### config.mk
export PLATFORM = sky130hd
export DESIGN_NAME = uart_rx_core
export DESIGN_NICKNAME = d
export VERILOG_FILES = /design/src/rtl/uart_rx_core.sv
export SDC_FILE = /design/constraint.sdc
export NUM_CORES = 1
export LEC_CHECK = 0
export BUFFER_PORTS_ARGS = -buffer_cell sky130_fd_sc_hd__buf_4
export CORE_AREA = 3 3 77 79
export CTS_CLUSTER_SIZE = 16
export DETAILED_ROUTE_END_ITERATION = 16
export DIE_AREA = 0 0 80 82
export SYNTH_ARGS = -nofsm -noshare
export SYNTH_HDL_FRONTEND = slang
export SYNTH_SLANG_ARGS = --single-unit
### constraint.sdc
create_clock -name clk_i -period 2 [get_ports clk_i]
set_input_delay 0.2 -clock clk_i [delete_from_list [all_inputs] [get_ports clk_i]]
set_output_delay 0.2 -clock clk_i [all_outputs]
set_load 0.01 [all_outputs]
### src/rtl/uart_rx_core.sv
// uart_rx_core: oversampling UART receiver for start / DATA_WIDTH data bits (LSB first) / optional parity / stop frames.
// Optional build macro UART_RX_MAJORITY_EN: 2-of-3 majority sampling around mid-bit, decision one edge later.
module uart_rx_core #(
    parameter int unsigned DATA_WIDTH = 8
) (
    input  logic                  clk_i,
    input  logic                  rst_i,
    input  logic                  rx_in_i,
    input  logic [5:0]            prescale_i,
    input  logic                  par_en_i,
    input  logic                  par_typ_i,
    output logic [DATA_WIDTH-1:0] p_data_o,
    output logic                  data_valid_o,
    output logic                  par_err_o,
    output logic                  stp_err_o,
    output logic                  busy_o
);

    localparam int unsigned       CNT_W      = 6;
    localparam int unsigned       BIT_W      = (DATA_WIDTH > 1) ? $clog2(DATA_WIDTH) : 1;
    localparam logic [CNT_W-1:0]  PRESC_DFLT = CNT_W'(8);
    localparam logic [BIT_W-1:0]  LAST_BIT   = BIT_W'(DATA_WIDTH - 1);

    typedef enum logic [2:0] {
        S_IDLE,
        S_START,
        S_DATA,
        S_PARITY,
        S_STOP
    } state_t;

    state_t                  state_q;
    logic [CNT_W-1:0]        edge_q;
    logic [CNT_W-1:0]        presc_q;
    logic [BIT_W-1:0]        bit_q;
    logic [DATA_WIDTH-1:0]   shift_q;
    logic [DATA_WIDTH-1:0]   p_data_q;
    logic                    par_en_q;
    logic                    par_typ_q;
    logic                    par_bad_q;
    logic                    armed_q;
    logic                    data_valid_q;
    logic                    par_err_q;
    logic                    stp_err_q;
    logic                    busy_q;

    logic [CNT_W-1:0]        presc_sel;
    logic [CNT_W-1:0]        half;
    logic [CNT_W-1:0]        dec_edge;
    logic                    at_dec;
    logic                    at_wrap;
    logic                    bit_val;
    logic                    par_exp;

    // Unsupported prescale values fall back to 8 cycles per bit
    always_comb begin
        presc_sel = PRESC_DFLT;
        if (prescale_i == CNT_W'(16) || prescale_i == CNT_W'(32)) begin
            presc_sel = prescale_i;
        end
    end

    assign half    = presc_q >> 1;
    assign at_wrap = (edge_q == presc_q - CNT_W'(1));
    assign at_dec  = (edge_q == dec_edge);
    assign par_exp = (^shift_q) ^ par_typ_q;

`ifdef UART_RX_MAJORITY_EN
    logic [1:0] smp_q;

    // Third vote is the live line value at the decision edge
    assign dec_edge = half + CNT_W'(1);
    assign bit_val  = (smp_q[0] & smp_q[1]) | (smp_q[0] & rx_in_i) | (smp_q[1] & rx_in_i);
`else
    assign dec_edge = half;
    assign bit_val  = rx_in_i;
`endif

    always_ff @(posedge clk_i) begin
        if (rst_i) begin
            state_q      <= S_IDLE;
            edge_q       <= '0;
            presc_q      <= '0;
            bit_q        <= '0;
            shift_q      <= '0;
            p_data_q     <= '0;
            par_en_q     <= 1'b0;
            par_typ_q    <= 1'b0;
            par_bad_q    <= 1'b0;
            armed_q      <= 1'b0;
            data_valid_q <= 1'b0;
            par_err_q    <= 1'b0;
            stp_err_q    <= 1'b0;
            busy_q       <= 1'b0;
`ifdef UART_RX_MAJORITY_EN
            smp_q        <= '0;
`endif
        end else begin
            data_valid_q <= 1'b0;
            par_err_q    <= 1'b0;
            stp_err_q    <= 1'b0;

            if (state_q != S_IDLE) begin
                edge_q <= at_wrap ? '0 : edge_q + CNT_W'(1);
            end
`ifdef UART_RX_MAJORITY_EN
            if (edge_q == half - CNT_W'(1)) smp_q[0] <= rx_in_i;
            if (edge_q == half)             smp_q[1] <= rx_in_i;
`endif

            case (state_q)
                S_IDLE: begin
                    edge_q <= '0;
                    bit_q  <= '0;
                    // A line never seen high (reset, break) must not start a frame
                    if (!armed_q) begin
                        if (rx_in_i) armed_q <= 1'b1;
                    end else if (!rx_in_i) begin
                        state_q   <= S_START;
                        busy_q    <= 1'b1;
                        edge_q    <= CNT_W'(1);
                        presc_q   <= presc_sel;
                        par_en_q  <= par_en_i;
                        par_typ_q <= par_typ_i;
                        par_bad_q <= 1'b0;
                    end
                end

                S_START: begin
                    if (at_dec && bit_val) begin
                        state_q <= S_IDLE;
                        busy_q  <= 1'b0;
                    end else if (at_wrap) begin
                        state_q <= S_DATA;
                    end
                end

                S_DATA: begin
                    if (at_dec) shift_q[bit_q] <= bit_val;
                    if (at_wrap) begin
                        if (bit_q == LAST_BIT) begin
                            bit_q   <= '0;
                            state_q <= par_en_q ? S_PARITY : S_STOP;
                        end else begin
                            bit_q <= bit_q + BIT_W'(1);
                        end
                    end
                end

                S_PARITY: begin
                    if (at_dec)  par_bad_q <= bit_val ^ par_exp;
                    if (at_wrap) state_q   <= S_STOP;
                end

                S_STOP: begin
                    // Leave at mid-stop so a following start edge is caught with no idle gap
                    if (at_dec) begin
                        state_q <= S_IDLE;
                        busy_q  <= 1'b0;
                        edge_q  <= '0;
                        if (bit_val) begin
                            if (par_bad_q) begin
                                par_err_q <= 1'b1;
                            end else begin
                                data_valid_q <= 1'b1;
                                p_data_q     <= shift_q;
                            end
                        end else begin
                            stp_err_q <= 1'b1;
                            par_err_q <= par_bad_q;
                            armed_q   <= 1'b0;
                        end
                    end
                end

                default: state_q <= S_IDLE;
            endcase
        end
    end

    assign p_data_o     = p_data_q;
    assign data_valid_o = data_valid_q;
    assign par_err_o    = par_err_q;
    assign stp_err_o    = stp_err_q;
    assign busy_o       = busy_q;

endmodule

After elaboration in Yosys (flattened, before gate mapping)
Index checks and enable logic that the tools add are counted.

Add/subtract/negate cells: 3. $lt $le $gt $ge: 2. Equal/unequal tests: 19. Multiplexer cells: 40. Bitwise gates (word level): 6. Reduce and logical (&&, ||, !) cells: 20.

Operator list (count): two-way mux 3 bit (11); two-way mux 6 bit (4); inequality test 2 bit, second input constant (9); two-way mux 1 bit (17); case mux 3 bit (5 select lines) (1); case mux 6 bit (2 select lines) (1); bitwise mux 8 bit (1); AND reduction 4 bit (2); parity 8 bit (1); AND reduction 7 bit (1); adder 6 x 1 -> 6 bit, second input constant (1); == test 3 x 2 -> 1 bit, second input constant (2); == test 3 bit, second input constant (2); == test 6 x 5 -> 1 bit (1); == test 6 x 5 -> 1 bit, second input constant (1); == test 6 bit (1); == test 6 bit, second input constant (1); case mux 3 bit (2 select lines) (1); AND reduction 3 bit (2); nonzero test 2 bit (3); nonzero test 3 bit (2); subtractor 6 x 1 -> 6 bit, second input constant (1); AND reduction 5 bit (1); < comparator 3 x 4 -> 1 bit, second input constant (1); 15 further kinds (22).

Bits in registers: 42. Output and inout bits: 12.

Depth between registers and ports, before layout
Depth in word-level cells: 6. Depth in mapped cells: 8. Mapped depth without buffers: 8.

Worst setup path before layout
OpenSTA, ideal clock, no wires.

Kind: register to register. Start point: reg presc_q[0]. End point: reg bit_q[0]. Setup time: 0.074 ns. Arrival: 2.003 ns. Setup slack: -0.078 ns. Stages on the path, launching flop included: 9. Buffers on the path: 0. Clock period less this slack: 2.078 ns. Path through: dfxtp_1 inv_1 ha_1 xor2_1 nand2_1 a2111oi_4 o311ai_2 or4_1 o21ai_0.

Word-level cells in the longest chain between the ends: 4.

RTL lines: start, declared (RTL line 34) `logic [CNT_W-1:0] presc_q;`; start signal, assigned (RTL line 122) `presc_q <= presc_sel;`; subtractor 6 x 1 -> 6 bit (RTL line 64) `assign at_wrap = (edge_q == presc_q - CNT_W'(1));`; == test 6 bit (RTL line 64); inequality test 2 bit (no source line); AND reduction 2 bit (no source line); end signal, assigned (RTL line 145) `bit_q <= bit_q + BIT_W'(1);`; end, declared (RTL line 35) `logic [BIT_W-1:0] bit_q;`.

Every way passes these cells. A chain may end at the register's enable or synchronous reset.

Worst setup path in the final report
Start point: reg presc_q[2]. End point: reg bit_q[2].

Same word-level chain as after synthesis.

==> run summary <==
status -> finished clean
Max Clock Freq -> 502.0 MHz
CTS buffer count -> 5
Max-Cap Viols -> 0
Post-DP HPWL -> 3.238 mm
max-slew violations -> 0
mux cell area share after synthesis -> 8.592%
initial detailed-routing violation count -> 81
global route overflow -> 0
Tot GR Track Use -> 14.71%
reg2reg end -> bit_q[2]
Die Area -> 0.006560 sq mm
switching power total -> 430.1 uW
initial antenna violation count -> 0
PwrDens -> 670.3 mW/mm^2
unrepaired setup endpoints after global routing -> true
Critical Path Fanout Max -> 4
CP delay by family, top -> compound AO/OA/AOI/OAI gates
Synth top area share -> 40.10%
number of buffers inserted by hold repair at cts -> 0
Initial Utilization -> 38.80%
Port Buffers -> 22
TritonCTS clock tree -> yes
slowest stage delay, CP -> 0.43 ns
Cell Rows -> 27
Syn Std Cell Area -> 0.002097 sq mm
compound-gate portion of the synthesized area -> 10.32%
Final Hold Vio Count -> 0
synth top area cells -> dfxtp_1 (40%), mux2i_1 (8.6%), nor2_1 (6.3%)
dpl cells -> 343
share of synthesized registers carrying an async set or reset -> 0%
final setup vio count -> 0
CP arrival -> 2.23 ns
vias in the first global route -> 1,577
Clk Latency, worst-skew pair -> 0.30 ns
Final min period -> 1.992 ns
end of the worst hold path -> par_typ_q
Min-Delay Path Class -> in2reg
Synth area leader -> dfxtp_1
Sw Share -> 24.78%
Synth Register Bits -> 42
worst reg2reg startpoint -> presc_q[2]
n_diodes -> 0
Clk pwr share -> 39.5%
HP Start -> par_typ_i
FF-to-FF setup slack -> 0.008 ns
CP Capture Type -> register
num ports -> 23
Crit path buffers/inverters -> 0
Pre-Repair DR Iteration Count -> 5
Sequential Power Share -> 49.6%
Adder-Cell Fraction of Synth Area -> 2.387%
maximum clock insertion buffer count -> 2
Clock transition at path regs -> 0.09 ns
slowest cell on the critical path -> a2111o_1
number of fill cells -> 566
clock sinks -> 42
Post-synth EDFFs -> 0
Startpoint Class -> register
routability congestion estimate -> 0.7962
H-tree levels -> 2
post-route insts no fill -> 351
residual DRC count -> 0
Routed WL -> 4.446 mm
first-pass GRT wire length -> 7.458 mm
synth warn -> 0
CP required -> 2.24 ns
Wirelength per Cell -> 12.67 microns
XOR/XNOR Fraction of Synth Area -> 11.28%
Die H -> 82 microns
Reg2Reg Depth -> 6
Final #Nets -> 293
critical-path cell list -> or3_4, xnor2_2, a2111oi_4, o311ai_4, a2111o_1, o21ai_0
fin crit share -> 99.59%
setup_tns -> 0 ns
root buf cell -> clkbuf_8
Pint -> 1306 uW
post-synthesis net count -> 257
core footprint -> 0.005405 sq mm
Post-DRT Antenna Nets -> 0
setup bufs post-CTS -> 0
Simple-Gate Fraction of Synth Area -> 22.91%
Die W -> 80 microns
Max VDD drop -> 453.7 uV
Avg Cell Area, Syn -> 8.665 sq um
leakage power -> 0.001063 uW
Max-slew headroom -> 71.52%
area growth from synthesis to layout -> 23.51%
Worst Tran Pin Value -> 0.4272 ns
via/cell ratio -> 4.846
vias post-DR -> 1,701
largest family of logic cells by synthesized area -> simple AND/OR/NAND/NOR gates
Cell variety after synth -> 36
largest net degree at the start of global routing -> 42
combinational share of power -> 10.9%
Setup Skew -> 0.006450 ns
WS Path Type -> reg2reg
Synth Flop Type -> dfxtp_1
fraction of layout cells with a size suffix above 1 -> 20.79%
register area share after synthesis -> 40.10%
cells after synthesis -> 242
WHS Path Cells -> 3
[cell usage after synthesis (all sizes together) (2+ instances only)]
master,count
a21oi,12
a32oi,2
buf,4
clkbuf,9
dfxtp,42
ha,4
inv,10
mux2i,18
nand2,21
nand2b,2
nand3,6
nand3b,3
nand4,3
nor2,35
nor3,9
nor3b,2
nor4,5
nor4b,3
o21ai,7
o31ai,2
or3,3
or4,3
xnor2,14
xor2,13
[stage by stage]
step                      cell area [sq um]  power [uW]  utilization (%)  setup WS [ns]  hold WS (ns)
after detailed placement               2471        1071            45.72       0.004500        0.4574
after floorplan                        2121       997.8                -        0.02795        0.3360
final                                  2590        1736            47.92       0.008119        0.1437
after global placement                 2471        1072            45.72        0.02961        0.4491
after global routing                   2590        1814            47.92        -0.1164        0.1478
after CTS                              2586        1757            47.85      -0.007656        0.1332
[logic make-up after synthesis]
kind of cell             count (synthesis)
AO/OA/AOI/OAI                           30
XOR/XNOR                                27
adder cells (fa/ha/maj)                  4
buffers and inverters                   23
flip-flops                              42
multiplexers                            18
AND/OR/NAND/NOR                         98
[per-layer routing]
metal / GRT usage, % / vias to the layer above / wire length [microns]
li1: - / 910 / -
met1: 20.31 / 759 / 2309
met2: 21.69 / 25 / 1883
met3: 3.180 / 7 / 161
met4: 7.095 / 0 / 92
met5: 0 / - / 0
[state kept, by name (all words and copies together) (netlist names)]
| name | cells |
|---|---|
| data_valid_o | 1 |
| par_bad_q | 1 |
| stp_err_o | 1 |
| bit_q | 3 |
| p_data_o | 8 |
| par_typ_q | 1 |
| state_q | 3 |
| par_err_o | 1 |
| par_en_q | 1 |
| presc_q | 6 |
| edge_q | 6 |
| busy_o | 1 |
| shift_q | 8 |
| armed_q | 1 |
[how the worst max path moves through the flow]
| stage | endpoint | slack (ns) | from | cells after the start |
|---|---|---|---|---|
| 2_1_floorplan | bit_q[2] | 0.03 | presc_q[0] | 6 |
| 6_report | bit_q[2] | 0.008 | presc_q[2] | 6 |
| 4_1_cts | bit_q[2] | -0.008 | presc_q[0] | 6 |
| 3_3_place_gp | state_q[1] | 0.03 | presc_q[0] | 7 |
| 3_5_place_dp | bit_q[2] | 0.005 | presc_q[0] | 6 |
| 5_1_grt | state_q[1] | -0.12 | presc_q[1] | 7 |
[tightest hold or removal path, delay by kind of cell]
| family | cells | cell delay, ns |
|---|---|---|
| buffers and inverters | 1 | 0.10 |
| AOI/OAI and AO/OA | 1 | 0.05 |
| and+or+nand+nor | 1 | 0.04 |
[layout by cell type (no fill, tap or decap), types with 5 or more instances in the layout]
| cell type | Yosys | routed |
|---|---|---|
| a21oi_1 | 12 | 12 |
| nand2_1 | 21 | 21 |
| clkbuf_8 | 0 | 5 |
| nand3_1 | 6 | 6 |
| mux2i_1 | 18 | 18 |
| nor2_1 | 35 | 35 |
| xor2_1 | 13 | 13 |
| nor3_1 | 9 | 9 |
| xnor2_1 | 14 | 13 |
| o21ai_0 | 7 | 6 |
| dfxtp_1 | 42 | 39 |
| inv_1 | 10 | 10 |
| buf_4 | 0 | 41 |
[timing repair]
item                       CTS  global route
pin swaps                    1             2
setup endpoints to repair    2            10
gates resized for setup      2             2
[power groups by stage]
stage	sequential, uW	clock [uW]	combinational, uW
2_1_floorplan	880	0	118
3_3_place_gp	881	0	191
3_5_place_dp	881	0	190
4_1_cts	861	705	191
5_1_grt	864	739	211
6_report	861	685	189
[cell type report]
class | instances | area, sq um | share of cell area (%)
clock buffers | 5 | 68.82 | 2.657
clock inverters | 3 | 43.79 | 1.691
repair buffers | 42 | 319.1 | 12.32
multi-input cells | 177 | 1186 | 45.80
well taps | 72 | 90.09 | 3.478
flip-flops and latches | 42 | 844.6 | 32.61
inverters | 10 | 37.54 | 1.449
Power figures use the tool's default switching activity.
